==> config.mk <==
export PLATFORM = sky130hd
export DESIGN_NAME = segment_ex_mem
export DESIGN_NICKNAME = d
export VERILOG_FILES = /design/src/rtl/segment_ex_mem.sv
export SDC_FILE = /design/constraint.sdc
export NUM_CORES = 1
export LEC_CHECK = 0
export CELL_PAD_IN_SITES_DETAIL_PLACEMENT = 1
export CELL_PAD_IN_SITES_GLOBAL_PLACEMENT = 1
export CORE_MARGIN = 8
export CORE_UTILIZATION = 27
export CTS_CLUSTER_SIZE = 28
export DETAILED_ROUTE_END_ITERATION = 10
export HOLD_SLACK_MARGIN = 0.05
export PLACE_DENSITY_LB_ADDON = 0.1
export SYNTH_ARGS = -nofsm -noshare
export SYNTH_HDL_FRONTEND = slang
export SYNTH_SLANG_ARGS = --single-unit
==> constraint.sdc <==
create_clock -name clk -period 0.8 [get_ports clk]
set_input_delay 0.24 -clock clk [delete_from_list [all_inputs] [get_ports clk]]
set_output_delay 0.24 -clock clk [all_outputs]
set_load 0.03 [all_outputs]
==> src/rtl/segment_ex_mem.sv <==
// rtl/segment_ex_mem.sv - EX/MEM pipeline segment register with stall/flush (optional SEGMENT_EX_MEM_VALID_EN)
module segment_ex_mem #(
    parameter int DATA_W     = 21,
    parameter int REG_ADDR_W = 4
) (
    input  logic                  clk,
    input  logic                  rst,
    input  logic                  stall,
    input  logic                  flush,
    input  logic                  MemToReg_in,
    input  logic                  MemRead_in,
    input  logic                  MemWrite_in,
    input  logic                  RegWrite_in,
    input  logic [DATA_W-1:0]     alu_in,
    input  logic [DATA_W-1:0]     RD3_in,
    input  logic [REG_ADDR_W-1:0] RR3_in,
    output logic                  MemToReg_out,
    output logic                  MemRead_out,
    output logic                  MemWrite_out,
    output logic                  RegWrite_out,
    output logic [DATA_W-1:0]     alu_out,
    output logic [DATA_W-1:0]     RD3_out,
`ifdef SEGMENT_EX_MEM_VALID_EN
    output logic                  valid_out,
`endif
    output logic [REG_ADDR_W-1:0] RR3_out
);

    logic                  mem_to_reg_q, mem_to_reg_d;
    logic                  mem_read_q,   mem_read_d;
    logic                  mem_write_q,  mem_write_d;
    logic                  reg_write_q,  reg_write_d;
    logic [DATA_W-1:0]     alu_q,        alu_d;
    logic [DATA_W-1:0]     rd3_q,        rd3_d;
    logic [REG_ADDR_W-1:0] rr3_q,        rr3_d;
    logic                  valid_q,      valid_d;

    // Next-state selection: flush inserts a bubble, stall holds, otherwise load from EX
    always_comb begin
        mem_to_reg_d = mem_to_reg_q;
        mem_read_d   = mem_read_q;
        mem_write_d  = mem_write_q;
        reg_write_d  = reg_write_q;
        alu_d        = alu_q;
        rd3_d        = rd3_q;
        rr3_d        = rr3_q;
        valid_d      = valid_q;
        if (flush) begin
            mem_to_reg_d = 1'b0;
            mem_read_d   = 1'b0;
            mem_write_d  = 1'b0;
            reg_write_d  = 1'b0;
            alu_d        = '0;
            rd3_d        = '0;
            rr3_d        = '0;
            valid_d      = 1'b0;
        end else if (!stall) begin
            mem_to_reg_d = MemToReg_in;
            mem_read_d   = MemRead_in;
            mem_write_d  = MemWrite_in;
            reg_write_d  = RegWrite_in;
            alu_d        = alu_in;
            rd3_d        = RD3_in;
            rr3_d        = RR3_in;
            valid_d      = 1'b1;
        end
    end

    // Segment register; asynchronous reset clears everything without waiting for a clock
    always_ff @(posedge clk or negedge rst) begin
        if (!rst) begin
            mem_to_reg_q <= 1'b0;
            mem_read_q   <= 1'b0;
            mem_write_q  <= 1'b0;
            reg_write_q  <= 1'b0;
            alu_q        <= '0;
            rd3_q        <= '0;
            rr3_q        <= '0;
            valid_q      <= 1'b0;
        end else begin
            mem_to_reg_q <= mem_to_reg_d;
            mem_read_q   <= mem_read_d;
            mem_write_q  <= mem_write_d;
            reg_write_q  <= reg_write_d;
            alu_q        <= alu_d;
            rd3_q        <= rd3_d;
            rr3_q        <= rr3_d;
            valid_q      <= valid_d;
        end
    end

    assign MemToReg_out = mem_to_reg_q;
    assign alu_out      = alu_q;
    assign RD3_out      = rd3_q;
    assign RR3_out      = rr3_q;

`ifdef SEGMENT_EX_MEM_VALID_EN
    // Side-effecting controls are gated by valid so a bubble can never write memory or registers
    assign valid_out    = valid_q;
    assign MemRead_out  = mem_read_q  & valid_q;
    assign MemWrite_out = mem_write_q & valid_q;
    assign RegWrite_out = reg_write_q & valid_q;
`else
    // valid only matters when the gated output is built; keep it referenced for lint
    logic unused_valid;
    assign unused_valid = valid_q;
    assign MemRead_out  = mem_read_q;
    assign MemWrite_out = mem_write_q;
    assign RegWrite_out = reg_write_q;
`endif

endmodule

==> results of run 1 <==
[worst register-to-register path: cells and delay by family (launching register included)]
kind | cells | cell delay (ns)
flip-flops | 1 | 0.40
AND/OR/NAND/NOR | 1 | 0.06
multiplexers | 1 | 0.16
buffers and inverters | 1 | 0.14
[routing by layer]
layer / wire length (um) / GRT usage [%] / vias to the layer above
met5: 0 / 0 / -
met1: 2458 / 13.70 / 816
li1: - / - / 779
met4: 35 / 2.670 / 0
met3: 514 / 4.254 / 4
met2: 3116 / 20.50 / 57
[power groups by stage]
stage | sequential [uW] | combinational [uW] | clock (uW)
floorplan | 3080 | 343 | 0
global placement | 2800 | 1260 | 0
detailed placement | 2800 | 1270 | 0
CTS | 2780 | 1380 | 1530
global route | 2790 | 1530 | 1630
finish | 2770 | 1430 | 1440
[cells by family after synthesis]
kind of cell,synth area share (%)
flip-flops,61.05
multiplexers,24.42
AND/OR/NAND/NOR,9.158
buffers and inverters,5.372
[cell type report]
cell class / instances / area share (%)
multi-input cells: 100 / 19.56
repair buffers: 132 / 39.01
clock buffers: 6 / 2.347
well taps: 99 / 3.521
flip-flops and latches: 50 / 35.56
[registers in the layout, summed over array words and instances (netlist names)]
name / count
alu_out: 21
RegWrite_out: 1
MemRead_out: 1
MemToReg_out: 1
MemWrite_out: 1
RR3_out: 4
RD3_out: 21
[worst min path at each step]
stage	start	end	depth (start not counted)
after floorplan	rst	MemRead_out$_DFFE_PN0P_	0
after global placement	rst	RD3_out[12]$_DFFE_PN0P_	2
after detailed placement	rst	RD3_out[12]$_DFFE_PN0P_	2
after CTS	flush	alu_out[19]$_DFFE_PN0P_	3
after global routing	flush	RD3_out[19]$_DFFE_PN0P_	3
final	flush	alu_out[19]$_DFFE_PN0P_	3
[synth_stat cells (all sizes together)]
library cell / number
buf: 6
clkbuf: 6
dfrtp: 50
mux2i: 50
nor2: 50
[per-stage QoR]
stage | setup TNS (ns) | power (uW)
after floorplan | -1.337 | 3420
after global placement | -9.724 | 4053
after detailed placement | -10.41 | 4065
after CTS | -14.82 | 5691
after global routing | -17.29 | 5950
final | -14.29 | 5640
[repair_timing]
action / 4_1_cts / 5_1_grt
setup buffers: 5 / 18
gates resized for setup: 50 / 3
pin swaps: 0 / 7
hold buffers: 1 / 0
endpoints found under the hold margin: 50 / 0
endpoints found under the setup margin: 50 / 55
gates cloned: 0 / 0
==> results.json, run 1 <==
{
  "clk_latency_ns": 0.29,
  "relSlewSlack_pct": 84.64,
  "min_period_over_period_pct": 136.7,
  "cp_top_family": "flip-flops",
  "outcome": "complete, but fails checks",
  "synth_top_area_share_pct": 61.05,
  "syn_area_per_cell_um2": 12.65,
  "most-common-layout-cells": "buf_6, dfrtp_1, mux2i_1, nor2_1, clkdlybuf4s50_1",
  "p_clk_share_pct": 25.5,
  "worstSetupStartpoint": "alu_out[11]$_DFFE_PN0P_",
  "nFillCells": 824,
  "fin_util_pct": 48.25,
  "crit_chain": "buf_6",
  "gp_congestion": 0.6541,
  "r2r_cells": 3,
  "synthTopCellsByArea": "dfrtp_1, mux2i_1, nor2_1",
  "path_buf_inv": 1,
  "layout_min_cycle_time_ns": 1.094,
  "powerDensity_nw_per_um2": 1603,
  "maxSlewViolCount": 0,
  "pin_count": 104,
  "final_area_um2": 3518,
  "cts_root_buf": "clkbuf_8",
  "crit_end": "alu_out[11]",
  "vias": 1656,
  "maxCapViolations": 0,
  "finalSetupViolations": 71,
  "ff_latch_area_um2": 1251,
  "clock_sink_count": 50,
  "rows": 31,
  "netlist_area_um2": 2049,
  "end_kind": "output pin",
  "wl_per_cell_um": 15.82,
  "p_comb_share_pct": 25.3,
  "syn_inst": 162,
  "yosys_warnings": 0,
  "r2r-start": "alu_out[13]$_DFFE_PN0P_",
  "place_inst": 359,
  "power_frac_seq_pct": 49.2,
  "die_y_um": 103.1,
  "dieArea_um2": 10630,
  "htreeDepth": 2,
  "rr_endpoint": "alu_out[13]$_DFFE_PN0P_",
  "synth.distinct_cells": 7,
  "start_util_pct": 28.11,
  "p_int_uw": 4096,
  "worst_pin_slew_ns": 0.2304,
  "multiInputGateArea_um2": 688.2,
  "drive_above_1_share_pct": 30.21,
  "nNetsFinal": 343,
  "place_hpwl_um": 4453,
  "rrSetupSlack_ns": -0.06,
  "stdcell_count": 387,
  "whs_ns": 0.3327,
  "fmax_mhz": 914.3,
  "clkTransAtPathRegs_ns": 0.09,
  "grt_pass1_vias": 1904,
  "p_sw_share_pct": 27.38,
  "pre_cts_slack_ns": -0.2531,
  "p_sw_uw": 1544,
  "cp.depth": 1,
  "first_pass_iters": 2,
  "clockBufferDepth": 2,
  "antenna_cells": 0,
  "place_area_um2": 3069,
  "syn_nets": 216,
  "coreArea_um2": 7292,
  "ys_seq_area_share_pct": 61.05,
  "violations": "negative setup slack",
  "numCtsBuffers": 5,
  "yosysTopAreaCell": "dfrtp_1",
  "leakagePower_uw": 0.001780,
  "grt_pass1_wl_um": 9791,
  "port_buffers": 103,
  "wirelength_um": 6124,
  "synth_seq_cells": 50,
  "vias_per_cell": 4.279,
  "gr-total-overflow": 0,
  "hold_path.class": "in2reg",
  "antenna_found_initial": 0,
  "drt_iter0_drc": 28,
  "cp.arrival_ns": 0.85,
  "ant_nets": 0,
  "mostFrequentLayoutCell": "buf_6",
  "setup_slack_ns": -0.2938,
  "rsz0062_at_grt": "yes",
  "cts_tree": "built",
  "cpPeakStageDelay_ns": 0.41,
  "startpoint_type": "flip-flop",
  "path_max_fanout": 2,
  "peakVddDrop_uv": 883.9,
  "grt_usage_pct": 11.87,
  "slowest_stage": "dfrtp_1",
  "drc_errors": 0,
  "crit_required_ns": 0.56,
  "syn_to_final_growth_pct": 71.67,
  "hold_viol": 0,
  "fin_skew_ns": 0,
  "grt_max_degree": 32,
  "die_w_um": 103.1,
  "crit_type": "reg2out"
}
(Power assumes the default switching activity.)
==> run 2: changes to the inputs <==
==> config.mk (replaced) <==
export PLATFORM = sky130hd
export DESIGN_NAME = segment_ex_mem
export DESIGN_NICKNAME = d
export VERILOG_FILES = /design/src/rtl/segment_ex_mem.sv
export SDC_FILE = /design/constraint.sdc
export NUM_CORES = 1
export LEC_CHECK = 0
export CORE_MARGIN = 8
export CORE_UTILIZATION = 30
export CTS_CLUSTER_SIZE = 28
export DETAILED_ROUTE_END_ITERATION = 10
export HOLD_SLACK_MARGIN = 0.05
export PLACE_DENSITY = 0.66
export SYNTH_ARGS = -nofsm -noshare
export SYNTH_HDL_FRONTEND = slang
export SYNTH_SLANG_ARGS = --single-unit
==> run 2 against run 1 <==
  * The run still ends with negative setup slack left
  * Clock skew did not move
  * First-iteration DRC count grew 71%
  * Power fell by 0.72%
  * Setup slack gained 0.0018 ns
  * Utilization rose by 3.4 points
  * Global-route usage decreased by 1.2 points
  * Count of clock-buffer cells in the layout unchanged
  * Register-to-register slack improved by 0.02 ns
  * Critical path type unchanged
==> results.json, run 2 (synthesized netlist as in run 1, its figures left out) <==
{
  "gr-total-overflow": 0,
  "grt_usage_pct": 10.68,
  "path_buf_inv": 1,
  "fin_skew_ns": 0,
  "coreArea_um2": 6719,
  "maxSlewViolCount": 0,
  "grt_pass1_wl_um": 8487,
  "grt_pass1_vias": 1702,
  "cts_tree": "built",
  "p_clk_share_pct": 25.5,
  "gp_congestion": 0.6954,
  "drc_errors": 0,
  "stdcell_count": 363,
  "port_buffers": 103,
  "path_max_fanout": 2,
  "nNetsFinal": 338,
  "ant_nets": 0,
  "rsz0062_at_grt": "yes",
  "powerDensity_nw_per_um2": 1612,
  "maxCapViolations": 0,
  "antenna_cells": 0,
  "drt_iter0_drc": 48,
  "numCtsBuffers": 5,
  "pin_count": 104,
  "clk_latency_ns": 0.29,
  "start_util_pct": 30.50,
  "fmax_mhz": 915.8,
  "htreeDepth": 2,
  "dieArea_um2": 9733,
  "vias_per_cell": 4.333,
  "fin_util_pct": 51.69,
  "drive_above_1_share_pct": 29.33,
  "slowest_stage": "dfrtp_1",
  "place_inst": 339,
  "hold_path.class": "in2reg",
  "cts_root_buf": "clkbuf_8",
  "leakagePower_uw": 0.001758,
  "p_int_uw": 4088,
  "place_area_um2": 3050,
  "end_kind": "output pin",
  "clockBufferDepth": 2,
  "min_period_over_period_pct": 136.5,
  "p_comb_share_pct": 24.9,
  "finalSetupViolations": 63,
  "clkTransAtPathRegs_ns": 0.08,
  "p_sw_uw": 1512,
  "antenna_found_initial": 0,
  "setup_slack_ns": -0.2920,
  "cp_top_family": "flip-flops",
  "mostFrequentLayoutCell": "buf_6",
  "vias": 1573,
  "most-common-layout-cells": "buf_6, dfrtp_1, nor2_1, clkdlybuf4s50_1, mux2i_1",
  "syn_to_final_growth_pct": 69.47,
  "cpPeakStageDelay_ns": 0.41,
  "power_frac_seq_pct": 49.5,
  "rows": 30,
  "peakVddDrop_uv": 666.8,
  "grt_max_degree": 51,
  "crit_type": "reg2out",
  "worst_pin_slew_ns": 0.2722,
  "layout_min_cycle_time_ns": 1.092,
  "final_area_um2": 3473,
  "wl_per_cell_um": 14.26,
  "cp.arrival_ns": 0.85,
  "die_w_um": 98.66,
  "clock_sink_count": 50,
  "die_y_um": 98.66,
  "startpoint_type": "flip-flop",
  "wirelength_um": 5177,
  "place_hpwl_um": 3763,
  "crit_required_ns": 0.56,
  "violations": "negative setup slack",
  "hold_viol": 0,
  "relSlewSlack_pct": 81.85,
  "crit_chain": "buf_6",
  "p_sw_share_pct": 27.00,
  "first_pass_iters": 4,
  "outcome": "complete, but fails checks"
}
[run 2: cell types whose count changed in the layout (fill, tap and decap cells not counted), sizes merged]
cell,delta
buf,-5
[run 2: final timing paths]
path                       slack, ns                     from  cells past startpoint                       to
setup reg to reg               -0.04  MemRead_out$_DFFE_PN0P_                      3  MemRead_out$_DFFE_PN0P_
max in group asynchronous       0.10                      rst                      3  RD3_out[19]$_DFFE_PN0P_
hold / removal                  0.35                    flush                      3  alu_out[10]$_DFFE_PN0P_
setup / recovery               -0.29   RD3_out[3]$_DFFE_PN0P_                      1               RD3_out[3]
hold reg to reg                 0.55   RR3_out[1]$_DFFE_PN0P_                      2   RR3_out[1]$_DFFE_PN0P_
min in group asynchronous       0.45                      rst                      3   RD3_out[7]$_DFFE_PN0P_
[run 2: area by class of cell]
| class | instances | area [um^2] |
|---|---|---|
| flip-flops and latches | 50 | 1251 |
| well taps | 80 | 100.1 |
| fillers | 632 | 3246 |
| repair buffers | 127 | 1348 |
| multi-input cells | 100 | 691.9 |
| clock buffers | 6 | 82.58 |
[run 2: power groups by stage]
| stage | clock, uW | sequential (uW) | combinational, uW |
|---|---|---|---|
| finish | 1430 | 2770 | 1400 |
| global route | 1620 | 2790 | 1500 |
| CTS | 1510 | 2770 | 1370 |
| detailed placement | 0 | 2790 | 1250 |
| global placement | 0 | 2800 | 1240 |
| floorplan | 0 | 3080 | 343 |
[run 2: routing by layer]
metal | part of all wire (%) | track usage [%] | vias to the layer above | wire (um)
met2 | 44 | 15.33 | 66 | 2255
met4 | 0.70 | 2.834 | 0 | 36
met3 | 9.6 | 5.356 | 4 | 499
met5 | 0 | 0 | - | 0
met1 | 46 | 13.78 | 729 | 2386
li1 | - | - | 774 | -
[run 2: through the flow]
stage	hold slack (ns)	TNS, ns	power [uW]	worst slack, ns
after floorplan	-0.05559	-1.337	3420	-0.02673
after global placement	0.2542	-8.636	4040	-0.1868
after detailed placement	0.2518	-9.357	4047	-0.2066
after CTS	0.3449	-14.55	5654	-0.3103
after global routing	0.3475	-16.77	5907	-0.3415
final	0.3506	-13.86	5600	-0.2920
[run 2: what timing repair did]
action / 4_1_cts / 5_1_grt
buffers inserted: 6 / 13
hold endpoints to repair: 50 / 0
pin swaps: 0 / 5
setup endpoints to repair: 50 / 56
hold buffers: 1 / 0
gates resized for setup: 50 / 4
==> run 3: changes to the inputs <==
--- a/config.mk
+++ b/config.mk
@@ -10,6 +10,7 @@
 export CTS_CLUSTER_SIZE = 28
 export DETAILED_ROUTE_END_ITERATION = 10
 export HOLD_SLACK_MARGIN = 0.05
+export MAX_ROUTING_LAYER = met4
 export PLACE_DENSITY = 0.66
 export SYNTH_ARGS = -nofsm -noshare
 export SYNTH_HDL_FRONTEND = slang
==> run 3 against run 2 <==
  * The flow still finishes with violations (negative setup slack)
  * Global-route usage is 0.30 points higher
  * Combinational power hardly changed
  * Via count is 0.38% higher
  * Sequential power hardly changed
  * Cell area stayed put
  * Routed wire length is 0.17% higher
  * Largest cell class unchanged
  * Highest routed layer unchanged
==> results.json, run 3 (synthesized netlist as in run 1, its figures left out) <==
{
  "finalSetupViolations": 63,
  "die_y_um": 98.66,
  "vias": 1579,
  "pin_count": 104,
  "p_sw_uw": 1517,
  "place_hpwl_um": 3763,
  "peakVddDrop_uv": 667.4,
  "crit_chain": "buf_6",
  "nNetsFinal": 338,
  "ant_nets": 0,
  "antenna_cells": 0,
  "wl_per_cell_um": 14.29,
  "clockBufferDepth": 2,
  "vias_per_cell": 4.350,
  "cp.arrival_ns": 0.85,
  "worst_pin_slew_ns": 0.2724,
  "dieArea_um2": 9733,
  "grt_max_degree": 51,
  "maxCapViolations": 0,
  "rsz0062_at_grt": "yes",
  "coreArea_um2": 6719,
  "powerDensity_nw_per_um2": 1614,
  "maxSlewViolCount": 0,
  "drive_above_1_share_pct": 29.33,
  "gr-total-overflow": 0,
  "mostFrequentLayoutCell": "buf_6",
  "drc_errors": 0,
  "fin_util_pct": 51.69,
  "path_max_fanout": 2,
  "htreeDepth": 2,
  "clk_latency_ns": 0.29,
  "die_w_um": 98.66,
  "numCtsBuffers": 5,
  "antenna_found_initial": 0,
  "violations": "negative setup slack",
  "end_kind": "output pin",
  "most-common-layout-cells": "buf_6, dfrtp_1, nor2_1, clkdlybuf4s50_1, mux2i_1",
  "leakagePower_uw": 0.001758,
  "grt_usage_pct": 10.98,
  "port_buffers": 103,
  "relSlewSlack_pct": 81.84,
  "grt_pass1_wl_um": 8493,
  "crit_required_ns": 0.56,
  "layout_min_cycle_time_ns": 1.093,
  "fmax_mhz": 915.3,
  "start_util_pct": 30.50,
  "clkTransAtPathRegs_ns": 0.08,
  "rows": 30,
  "cts_tree": "built",
  "p_sw_share_pct": 27.06,
  "syn_to_final_growth_pct": 69.47,
  "p_clk_share_pct": 25.6,
  "whs_ns": 0.3488,
  "hold_viol": 0,
  "cpPeakStageDelay_ns": 0.41,
  "hold_path.class": "in2reg",
  "power_frac_seq_pct": 49.5,
  "drt_iter0_drc": 66,
  "p_int_uw": 4088,
  "outcome": "complete, but fails checks",
  "wirelength_um": 5186,
  "p_comb_share_pct": 24.9,
  "tns_ns": -13.83,
  "slowest_stage": "dfrtp_1",
  "first_pass_iters": 4,
  "path_buf_inv": 1,
  "place_area_um2": 3050,
  "setup_slack_ns": -0.2926,
  "gp_congestion": 0.7029,
  "final_area_um2": 3473,
  "clock_sink_count": 50,
  "cp_top_family": "flip-flops",
  "fin_skew_ns": 0,
  "startpoint_type": "flip-flop",
  "cts_root_buf": "clkbuf_8",
  "min_period_over_period_pct": 136.6,
  "grt_pass1_vias": 1702,
  "nFillCells": 632,
  "crit_type": "reg2out"
}
[run 3: power groups by stage]
stage | registers [uW] | logic, uW | clock network, uW
after floorplan | 3080 | 343 | 0
after global routing | 2790 | 1500 | 1620
final | 2770 | 1400 | 1430
after global placement | 2800 | 1240 | 0
after detailed placement | 2790 | 1250 | 0
after CTS | 2770 | 1370 | 1510
[run 3: layout make-up]
class                   count  area [um^2]  area share, %
clock buffers               6        82.58          2.378
multi-input cells         100        691.9          19.92
flip-flops and latches     50         1251          36.02
well taps                  80        100.1          2.882
repair buffers            127         1348          38.80
[run 3: timing repair]
action | in CTS | in global routing
hold buffers | 1 | 0
buffers inserted | 6 | 13
setup endpoints to repair | 50 | 56
pin swaps | 0 | 5
gates resized for setup | 50 | 4
endpoints found under the hold margin | 50 | 0
[run 3: final timing paths]
| path | cells past startpoint | slack [ns] | from | end |
|---|---|---|---|---|
| hold / removal | 3 | 0.35 | flush | alu_out[10]$_DFFE_PN0P_ |
| min in group asynchronous | 3 | 0.45 | rst | RD3_out[7]$_DFFE_PN0P_ |
| hold reg to reg | 2 | 0.55 | RR3_out[1]$_DFFE_PN0P_ | RR3_out[1]$_DFFE_PN0P_ |
| setup reg to reg | 3 | -0.04 | MemRead_out$_DFFE_PN0P_ | MemRead_out$_DFFE_PN0P_ |
| max in group asynchronous | 3 | 0.10 | rst | RD3_out[19]$_DFFE_PN0P_ |
| setup / recovery | 1 | -0.29 | alu_out[17]$_DFFE_PN0P_ | alu_out[17] |
[run 3: per-stage QoR]
step | power [uW] | cells | setup slack, ns
2_1_floorplan | 3420 | 162 | -0.02673
3_3_place_gp | 4040 | 339 | -0.1868
3_5_place_dp | 4047 | 339 | -0.2066
4_1_cts | 5654 | 352 | -0.3103
5_1_grt | 5907 | 363 | -0.3416
6_report | 5605 | 363 | -0.2926
[run 3: layer usage]
metal	GRT usage, %	wire length, um	up-vias
li1	-	-	774
met1	14.16	2452	731
met2	15.38	2254	68
met3	4.651	431	6
met4	2.834	48	0
met5	-	0	-
